--- src/rtl/lsu_pkg.sv ---
// Shared encodings for the load/store unit: funct3 access sizes and FSM states.
package lsu_pkg;

  localparam logic [2:0] F3_B  = 3'b000;
  localparam logic [2:0] F3_H  = 3'b001;
  localparam logic [2:0] F3_W  = 3'b010;
  localparam logic [2:0] F3_BU = 3'b100;
  localparam logic [2:0] F3_HU = 3'b101;

  typedef enum logic [1:0] {
    IDLE   = 2'd0,
    ACCESS = 2'd1,
    DONE   = 2'd2
  } lsu_state_e;

endpackage

--- src/rtl/lsu_align.sv ---
// Combinational size/alignment logic: byte enables, store replication,
// alignment and encoding checks on the request side, and load extraction
// on the response side (driven by the funct3/offset latched at launch).
module lsu_align
  import lsu_pkg::*;
(
  input  logic        is_store,
  input  logic [2:0]  funct3,
  input  logic [1:0]  addr_lo,
  input  logic [31:0] store_data,
  input  logic [2:0]  rsp_funct3,
  input  logic [1:0]  rsp_addr_lo,
  input  logic [31:0] rdata,
  output logic [3:0]  be,
  output logic [31:0] wdata,
  output logic        misaligned,
  output logic        illegal,
  output logic [31:0] load_ext
);

  logic [31:0] shifted;

  // Request side: enables, replicated write data and fault flags by size.
  always_comb begin
    be         = 4'b0000;
    wdata      = store_data;
    misaligned = 1'b0;
    illegal    = 1'b0;
    case (funct3)
      F3_B: begin
        be    = 4'b0001 << addr_lo;
        wdata = {4{store_data[7:0]}};
      end
      F3_H: begin
        be         = 4'b0011 << addr_lo;
        wdata      = {2{store_data[15:0]}};
        misaligned = addr_lo[0];
      end
      F3_W: begin
        be         = 4'b1111;
        misaligned = |addr_lo;
      end
      // Unsigned variants exist only for loads.
      F3_BU: begin
        be      = 4'b0001 << addr_lo;
        illegal = is_store;
      end
      F3_HU: begin
        be         = 4'b0011 << addr_lo;
        misaligned = addr_lo[0];
        illegal    = is_store;
      end
      default: illegal = 1'b1;
    endcase
  end

  // Response side: shift the addressed lane down, then sign/zero extend.
  always_comb begin
    shifted  = rdata >> {rsp_addr_lo, 3'b000};
    load_ext = shifted;
    case (rsp_funct3)
      F3_B:    load_ext = {{24{shifted[7]}}, shifted[7:0]};
      F3_H:    load_ext = {{16{shifted[15]}}, shifted[15:0]};
      F3_BU:   load_ext = {24'd0, shifted[7:0]};
      F3_HU:   load_ext = {16'd0, shifted[15:0]};
      default: load_ext = shifted;
    endcase
  end

endmodule

--- src/rtl/load_store_unit.sv ---
// Memory-access stage: launches one req/ready transaction per load/store,
// stalls the core until it completes, and flags alignment, encoding and
// timeout faults.
module load_store_unit
  import lsu_pkg::*;
#(
  parameter int MAX_WAIT = 15,
  parameter int CNT_W    = 8
) (
  input  logic        clk,
  input  logic        reset,
  input  logic        memread,
  input  logic        memwrite,
  input  logic [2:0]  funct3,
  input  logic [31:0] addr,
  input  logic [31:0] store_data,
  output logic [31:0] load_data,
  output logic        stall,
  output logic        misaligned,
  output logic        bus_error,
  output logic        mem_req,
  output logic        mem_we,
  output logic [31:0] mem_addr,
  output logic [31:0] mem_wdata,
  output logic [3:0]  mem_be,
  input  logic        mem_ready,
  input  logic [31:0] mem_rdata
);

  localparam logic [CNT_W-1:0] CNT_LAST = CNT_W'(MAX_WAIT - 1);

  lsu_state_e       state_q, state_d;
  logic [CNT_W-1:0] cnt_q, cnt_d;
  logic             mem_req_q, mem_req_d;
  logic             mem_we_q, mem_we_d;
  logic [31:0]      mem_addr_q, mem_addr_d;
  logic [31:0]      mem_wdata_q, mem_wdata_d;
  logic [3:0]       mem_be_q, mem_be_d;
  logic [2:0]       f3_q, f3_d;
  logic [1:0]       alo_q, alo_d;
  logic [31:0]      load_data_q, load_data_d;
  logic             bus_err_q, bus_err_d;

  logic [3:0]  al_be;
  logic [31:0] al_wdata;
  logic        al_misaligned;
  logic        al_illegal;
  logic [31:0] al_load_ext;
  logic        one_op;
  logic        launch;

  lsu_align u_align (
    .is_store    (memwrite),
    .funct3      (funct3),
    .addr_lo     (addr[1:0]),
    .store_data  (store_data),
    .rsp_funct3  (f3_q),
    .rsp_addr_lo (alo_q),
    .rdata       (mem_rdata),
    .be          (al_be),
    .wdata       (al_wdata),
    .misaligned  (al_misaligned),
    .illegal     (al_illegal),
    .load_ext    (al_load_ext)
  );

  // Next-state, request latching and combinational handshake/fault outputs.
  always_comb begin
    state_d     = state_q;
    cnt_d       = cnt_q;
    mem_req_d   = mem_req_q;
    mem_we_d    = mem_we_q;
    mem_addr_d  = mem_addr_q;
    mem_wdata_d = mem_wdata_q;
    mem_be_d    = mem_be_q;
    f3_d        = f3_q;
    alo_d       = alo_q;
    load_data_d = load_data_q;
    bus_err_d   = 1'b0;
    one_op      = memread ^ memwrite;
    launch      = 1'b0;
    misaligned  = 1'b0;
    bus_error   = bus_err_q;
    stall       = 1'b0;

    case (state_q)
      IDLE: begin
        launch     = one_op && !al_illegal && !al_misaligned;
        misaligned = one_op && !al_illegal && al_misaligned;
        bus_error  = (memread && memwrite) || (one_op && al_illegal);
        stall      = launch;
        if (launch) begin
          state_d     = ACCESS;
          cnt_d       = '0;
          mem_req_d   = 1'b1;
          mem_we_d    = memwrite;
          mem_addr_d  = {addr[31:2], 2'b00};
          mem_wdata_d = al_wdata;
          mem_be_d    = al_be;
          f3_d        = funct3;
          alo_d       = addr[1:0];
        end
      end
      ACCESS: begin
        stall = 1'b1;
        if (mem_ready) begin
          state_d   = DONE;
          mem_req_d = 1'b0;
          if (!mem_we_q) load_data_d = al_load_ext;
        end else if (cnt_q == CNT_LAST) begin
          state_d   = DONE;
          mem_req_d = 1'b0;
          bus_err_d = 1'b1;
          if (!mem_we_q) load_data_d = '0;
        end else begin
          cnt_d = cnt_q + 1'b1;
        end
      end
      // Access retires here; the PC advances at the end of this cycle.
      DONE:    state_d = IDLE;
      default: state_d = IDLE;
    endcase
  end

  // State and request registers with synchronous reset.
  always_ff @(posedge clk) begin
    if (reset) begin
      state_q     <= IDLE;
      cnt_q       <= '0;
      mem_req_q   <= 1'b0;
      mem_we_q    <= 1'b0;
      mem_addr_q  <= '0;
      mem_wdata_q <= '0;
      mem_be_q    <= '0;
      f3_q        <= '0;
      alo_q       <= '0;
      load_data_q <= '0;
      bus_err_q   <= 1'b0;
    end else begin
      state_q     <= state_d;
      cnt_q       <= cnt_d;
      mem_req_q   <= mem_req_d;
      mem_we_q    <= mem_we_d;
      mem_addr_q  <= mem_addr_d;
      mem_wdata_q <= mem_wdata_d;
      mem_be_q    <= mem_be_d;
      f3_q        <= f3_d;
      alo_q       <= alo_d;
      load_data_q <= load_data_d;
      bus_err_q   <= bus_err_d;
    end
  end

  assign mem_req   = mem_req_q;
  assign mem_we    = mem_we_q;
  assign mem_addr  = mem_addr_q;
  assign mem_wdata = mem_wdata_q;
  assign mem_be    = mem_be_q;
  assign load_data = load_data_q;

endmodule

--- config.mk ---
export PLATFORM = sky130hd
export DESIGN_NAME = load_store_unit
export DESIGN_NICKNAME = d
export VERILOG_FILES = /design/src/rtl/lsu_pkg.sv /design/src/rtl/lsu_align.sv /design/src/rtl/load_store_unit.sv
export SDC_FILE = /design/constraint.sdc
export NUM_CORES = 1
export LEC_CHECK = 0
export ABC_AREA = 1
export BUFFER_PORTS_ARGS = -buffer_cell sky130_fd_sc_hd__buf_2
export CORE_UTILIZATION = 47
export CTS_BUF_LIST = sky130_fd_sc_hd__clkbuf_4 sky130_fd_sc_hd__clkbuf_8
export CTS_CLUSTER_DIAMETER = 40
export DETAILED_ROUTE_END_ITERATION = 16
export GPL_TIMING_DRIVEN = 0
export PLACE_DENSITY = 0.86
export SYNTH_ARGS = -nofsm -noshare
export SYNTH_HDL_FRONTEND = slang
export SYNTH_HIERARCHICAL = 1
export SYNTH_SLANG_ARGS = --single-unit
export TNS_END_PERCENT = 50
--- constraint.sdc ---
create_clock -name clk -period 1.4 [get_ports clk]
set_input_delay 0.28 -clock clk [delete_from_list [all_inputs] [get_ports clk]]
set_output_delay 0.28 -clock clk [all_outputs]
set_load 0.01 [all_outputs]
Yosys cells after proc, flatten, opt, wreduce, memory -nomap -nowiden
Index checks and enable logic that the tools add are counted.
{"block": "op_classes", "n_addsub": 1, "n_eq_ne": 13, "n_shift": 3, "mux": 25, "n_bitwise": 3, "reduce_logical": 24}
{"op": "$mux W32", "count": 4}
{"op": "$pmux W32 S4", "count": 1}
{"op": "$pmux W32 S2", "count": 1}
{"op": "$shr A32 B5 Y32", "count": 1}
{"op": "$mux W8", "count": 3}
{"op": "$pmux W8 S2", "count": 1}
{"op": "$eq A3 B3 Y1 const B", "count": 4}
{"op": "$pmux W4 S3", "count": 1}
{"op": "$add A8 B1 Y8 const B", "count": 1}
{"op": "$eq A8 B4 Y1 const B", "count": 1}
{"op": "$pmux W1 S2", "count": 4}
{"op": "$reduce_or A2 Y1", "count": 4}
{"op": "$eq A3 B1 Y1 const B", "count": 2}
{"op": "$logic_not A3 Y1", "count": 2}
{"op": "$mux W1", "count": 6}
{"op": "$mux W2", "count": 3}
{"op": "$ne A2 B2 Y1 const B", "count": 3}
{"op": "$reduce_and A3 Y1", "count": 2}
{"op": "$reduce_or A3 Y1", "count": 2}
{"op": "$logic_and A1 B1 Y1", "count": 5}
{"op": "$pmux W2 S2", "count": 1}
{"op": "$reduce_and A2 Y1", "count": 2}
{"op": "$reduce_and A4 Y1", "count": 1}
{"op": "$reduce_bool A2 Y1", "count": 2}
{"op": "10 further kinds", "count": 12}
{"block": "word_totals", "ff_bits": 116, "inputBits": 104, "output_inout_bits": 105, "elab_cells": 80}

Depth between registers and ports, before layout
{"block": "depth", "ltp_word": 8, "mapped_depth": 11}

Hierarchy
The synthesis kept the hierarchy.
{"mod": "load_store_unit", "n_inst": 1, "cells_each": 717, "area_each_um2": 4887.2, "seq_area_each_um2": 2322.2}
{"mod": "lsu_align", "n_inst": 1, "cells_each": 270, "area_each_um2": 1257.5, "seq_area_each_um2": 0.0}

Worst setup path after synthesis
Ideal clock, no wire load.
{"block": "synth_path", "path_kind": "input -> output", "start": "input funct3[1]", "end": "output stall", "arrival_ns": 1.249, "slack_ns": -0.129, "stages": 8, "path_cell_list": "inv_2 -> nor2_1 -> nand2_1 -> o21ai_0 -> inv_1 -> nand3_2 -> clkbuf_1 -> nand2_1"}
{"block": "synth_via", "word_cells_on_any_way": 15}
{"item": "start: declaration", "line": "load_store_unit.sv:14", "text": "input logic [2:0] funct3,"}
{"item": "$eq A3 B1 Y1 / $eq A3 B3 Y1 (equally long branches)", "line": "lsu_align.sv:29", "text": "case (funct3)"}
{"item": "$reduce_or A2 Y1 (no source line)"}
{"item": "$pmux W1 S2 *", "line": "lsu_align.sv:29"}
{"item": "net al_misaligned", "line": "load_store_unit.sv:46", "text": "logic al_misaligned;"}
{"item": "$logic_not A1 Y1 *", "line": "load_store_unit.sv:88", "text": "launch = one_op && !al_illegal && !al_misaligned;"}
{"item": "$logic_and A1 B1 Y1 *", "line": "load_store_unit.sv:88"}
{"item": "$pmux W1 S2 *", "line": "load_store_unit.sv:86", "text": "case (state_q)"}
{"item": "end: declaration", "line": "load_store_unit.sv:18", "text": "output logic stall,"}
The timed path passes the listed nets; every way through them passes the cells marked *.

Final worst setup path
{"block": "layout_path", "start": "register cnt_q[0]", "end": "register load_data_q[4] (netlist: load_data[4])"}
{"block": "layout_via", "elab_chain_cells": 3}
{"item": "start: declaration", "line": "load_store_unit.sv:33", "text": "logic [CNT_W-1:0] cnt_q, cnt_d;"}
{"item": "start signal: assignment", "line": "load_store_unit.sv:141", "text": "cnt_q <= cnt_d;"}
{"item": "$eq A8 B4 Y1", "line": "load_store_unit.sv:110", "text": "end else if (cnt_q == CNT_LAST) begin"}
{"item": "$reduce_bool A2 Y1 (no source line)"}
{"item": "$reduce_and A3 Y1 (no source line)"}
{"item": "end signal: assignment", "line": "load_store_unit.sv:149", "text": "load_data_q <= load_data_d;"}
{"item": "end: declaration", "line": "load_store_unit.sv:41", "text": "logic [31:0] load_data_q, load_data_d;"}
No other way between the ends.
A chain may end at the register's enable or synchronous reset.

==> impl_metrics.csv <==
group,metric,value,unit
clocking,insertion_delay,0.45,ns
floorplan,pin_count,209,
power,ir_worst_vdd,1.063,mV
synthesis,synth_warnings,6,
timing,worst_clock_skew,0.01088,ns
timing,rsz0062_at_grt,"yes",
placed_design,dp_hpwl,14.30,mm
hold_path,hold_path.class,"input port to register",
setup_path,path_max_fanout,7,
run_status,failed_checks,"setup timing",
cells_and_area,stdcell_area,8758,um2
synthesis,ys_dominant_reg_cell,"dfxtp_1",
placed_design,place.gp.congestion,0.9514,
placed_design,port_buffers,205,
clocking,cts_buffer_depth,2,
cells_and_area,regArea,2335,um2
grt,grt_pass1_wl,30.64,mm
timing,finalSetupTns,-7.030,ns
grt,grt_pass1_vias,6566,
clocking,clkTransAtPathRegs,0.08,ns
floorplan,coreArea,12670,um2
synthesis,postSynthCellCount,987,
floorplan,die_w,116.3,um
cells_and_area,layout-drive-gt1-share,0.3660,
floorplan,initial_core_util,0.4849,
timing,postLayoutSetupSlackWorst,-0.2420,ns
setup_path,worstPathArrival,2.02,ns
routing,drtIter0Drc,582,
routing,first_pass_iters,5,
cells_and_area,flow.area_growth_from_synthesis,42.54,%
setup_path,cp_data_required_time,1.78,ns
setup_path,critPathCaptureType,"register",
routing,wl_met1,8.150,mm
routing,routed.top_layer,"met4",
grt,antenna_found_initial,1,
run,maxCapViolations,0,
floorplan,dieArea,13540,um2
power,leakagePower,4.412,nW
synthesis,synth_seq_area_share,0.3779,
synthesis,synthesis.area,6145,um2
timing,slew_headroom,0.6283,
synthesis,avgSynthCellArea,6.226,um2
setup_path,cp_cell_sequence,"inv_2 > ha_4 > nand2_2 > nor2_2 > nand2_2 > nand2_4 > nand3_4 > clkbuf_16 > nand2_2 > inv_1 > nor2_1",
floorplan,rows,41,
power,power_density,1057,nW/um2
timing,finalHoldViolCount,0,
cells_and_area,n_antenna_cell,0,
placed_design,placed_area,7420,um2
timing,fmax,609.0,MHz
routing,routed_wl,20.82,mm
cells_and_area,multiInputGateArea,3487,um2
grt,grt_overflow,0,
routing,viasPerCell,5.100,
timing,min_period_over_period,1.173,
timing,setup_viol,45,
clocking,cts.sinks,116,
setup_path,cp-start-kind,"register",
clocking,cts_buffers,17,
clocking,cts_root_buf,"clkbuf_8",
synthesis,synth_area_leader_cell,"dfxtp_1",
synthesis,synth_area_leaders,"dfxtp_1 38%, nand2_1 15%, nor2_1 14%, o21ai_0 7.6%, inv_1 6.1%",
clocking,cts_tree,"yes",
grt,grt_max_degree,17,
synthesis,yosysUniqueCellTypes,30,
timing,period_needed,1.642,ns
timing,worst_pin_slew,0.5554,ns
power,power,0.009257,W
routing,vias,7329,
routing,wl_met3,1.923,mm
setup_path,critical_path.slowest_cell,"dfxtp_2",
routing,wl_met2,10.12,mm
synthesis,synth_top_cells_by_count,"246 x nand2_1, 221 x nor2_1, 116 x dfxtp_1",
setup_path,crit_type,"register to register",
cells_and_area,fin_util,0.6912,
run_status,status,"finished, violations left",
clocking,cts_max_level,4,
cells_and_area,nets,1359,
synthesis,synth_enable_flop_cells,0,
timing,drv_slew,0,
synthesis,yosys.cell_count.top_type,"nand2_1",
setup_path,max_stage_delay,0.33,ns
synthesis,ys_seq_elements,116,
routing,antenna_left,0,
grt,groute.usage.overall,0.2951,
synthesis,ys_async_sr_fraction,0,
routing,wl_per_cell,14.49,um
cells_and_area,fill_cells,1093,
floorplan,die_h,116.3,um
routing,drcViolationCount,0,
setup_path,cpMostUsedCell,"nand2_2",
synthesis,synth_top_area_frac,0.3779,
sequential cells by signal (all words and copies together) (netlist names):
register	flops
mem_req	1
mem_wdata	32
cnt_q	8
mem_be	4
alo_q	2
mem_we	1
state_q	2
f3_q	3
load_data	32
bus_err_q	1
mem_addr	30
area by class of cell:
class                      instances  area share
buffer                            68     0.05886
clock buffer                      17     0.02671
clock inverter                    15     0.01557
inverter                         106     0.04943
multi-input combinational        699      0.3981
sequential                       116      0.2666
tap                              172     0.02457
timing repair buffer             242      0.1586
timing repair inverter             2    0.001571
cells in the final DEF, fill, tap and decap left out, types with 4 or more instances in the layout:
cell and instances:
clkinvlp_4 7, nand3_1 44, nor2_4 4, nand2_4 17, o21ai_1 25, nand2_2 31, nand3_2 6, nand3_4 8
nor2_1 204, buf_6 24, inv_2 23, buf_1 6, clkbuf_8 17, inv_4 4, clkbuf_1 12, nand4_1 30
nand2_1 200, dfxtp_2 7, dfxtp_1 108, o211ai_1 5, a21oi_1 17, a21oi_2 8, o21ai_0 66, buf_4 42
inv_1 76, buf_2 209, nor2_2 14, clkbuf_4 8, o21ai_2 6, clkinv_4 5
through the flow:
step | cells | setup slack, ns | hold WS, ns
after global placement | 1365 | -0.4754 | 0.4478
after floorplan | 988 | -0.06460 | 0.3491
after CTS | 1414 | -0.2459 | 0.05672
after global routing | 1437 | -0.3398 | 0.07263
final | 1437 | -0.2420 | 0.06800
after detailed placement | 1365 | -0.5105 | 0.4643
kinds of logic (layout without fill, tap and decap cells):
group | Yosys count | after routing | share of synthesized area
other | 1 | 2 | 0.0006103
DFF | 116 | 116 | 0.3779
AOI/OAI and AO/OA | 129 | 129 | 0.1075
and+or+nand+nor | 564 | 565 | 0.3818
buffers and inverters | 174 | 450 | 0.1260
adders and majority gates | 3 | 3 | 0.006109
power breakdown:
part           total [W]  internal [W]  leakage [nW]  switching (W)
Clock            0.00290       0.00140         0.166        0.00150
Sequential       0.00371       0.00355         0.952       0.000154
Combinational    0.00265       0.00109          3.29        0.00156
Total            0.00926       0.00604          4.41        0.00321
layer usage:
metal  vias to the layer above  GRT usage
met5                         -          0
met4                         0     0.1265
met3                        63    0.08563
met2                       384     0.5219
met1                      3261     0.3290
li1                       3621          -
path summary, 6_finish.rpt:
path	from	endpoint	cells past startpoint	slack, ns
worst min-delay path	addr[19]	mem_addr[19]	3	0.07
worst max-delay path	cnt_q[0]	load_data[4]	11	-0.24
worst min register to register	mem_req	mem_req	2	0.47
worst max register to register	cnt_q[0]	load_data[4]	11	-0.24
critical path: cells and delay by family (launching register included):
kind	cells	cell delay, ns
AND/OR/NAND/NOR	7	0.76
buffers and inverters	3	0.34
flip-flops	1	0.33
adder cells (fa/ha/maj)	1	0.14
repair_timing:
item / CTS / global route
pin swaps: 8 / 60
setup buffers: 12 / 16
hold buffers: 0 / 0
endpoints found under the setup margin: 117 / 119
gates cloned: 5 / 8
resized for setup: 71 / 198
Note: power is estimated with default switching activity, not from simulation.
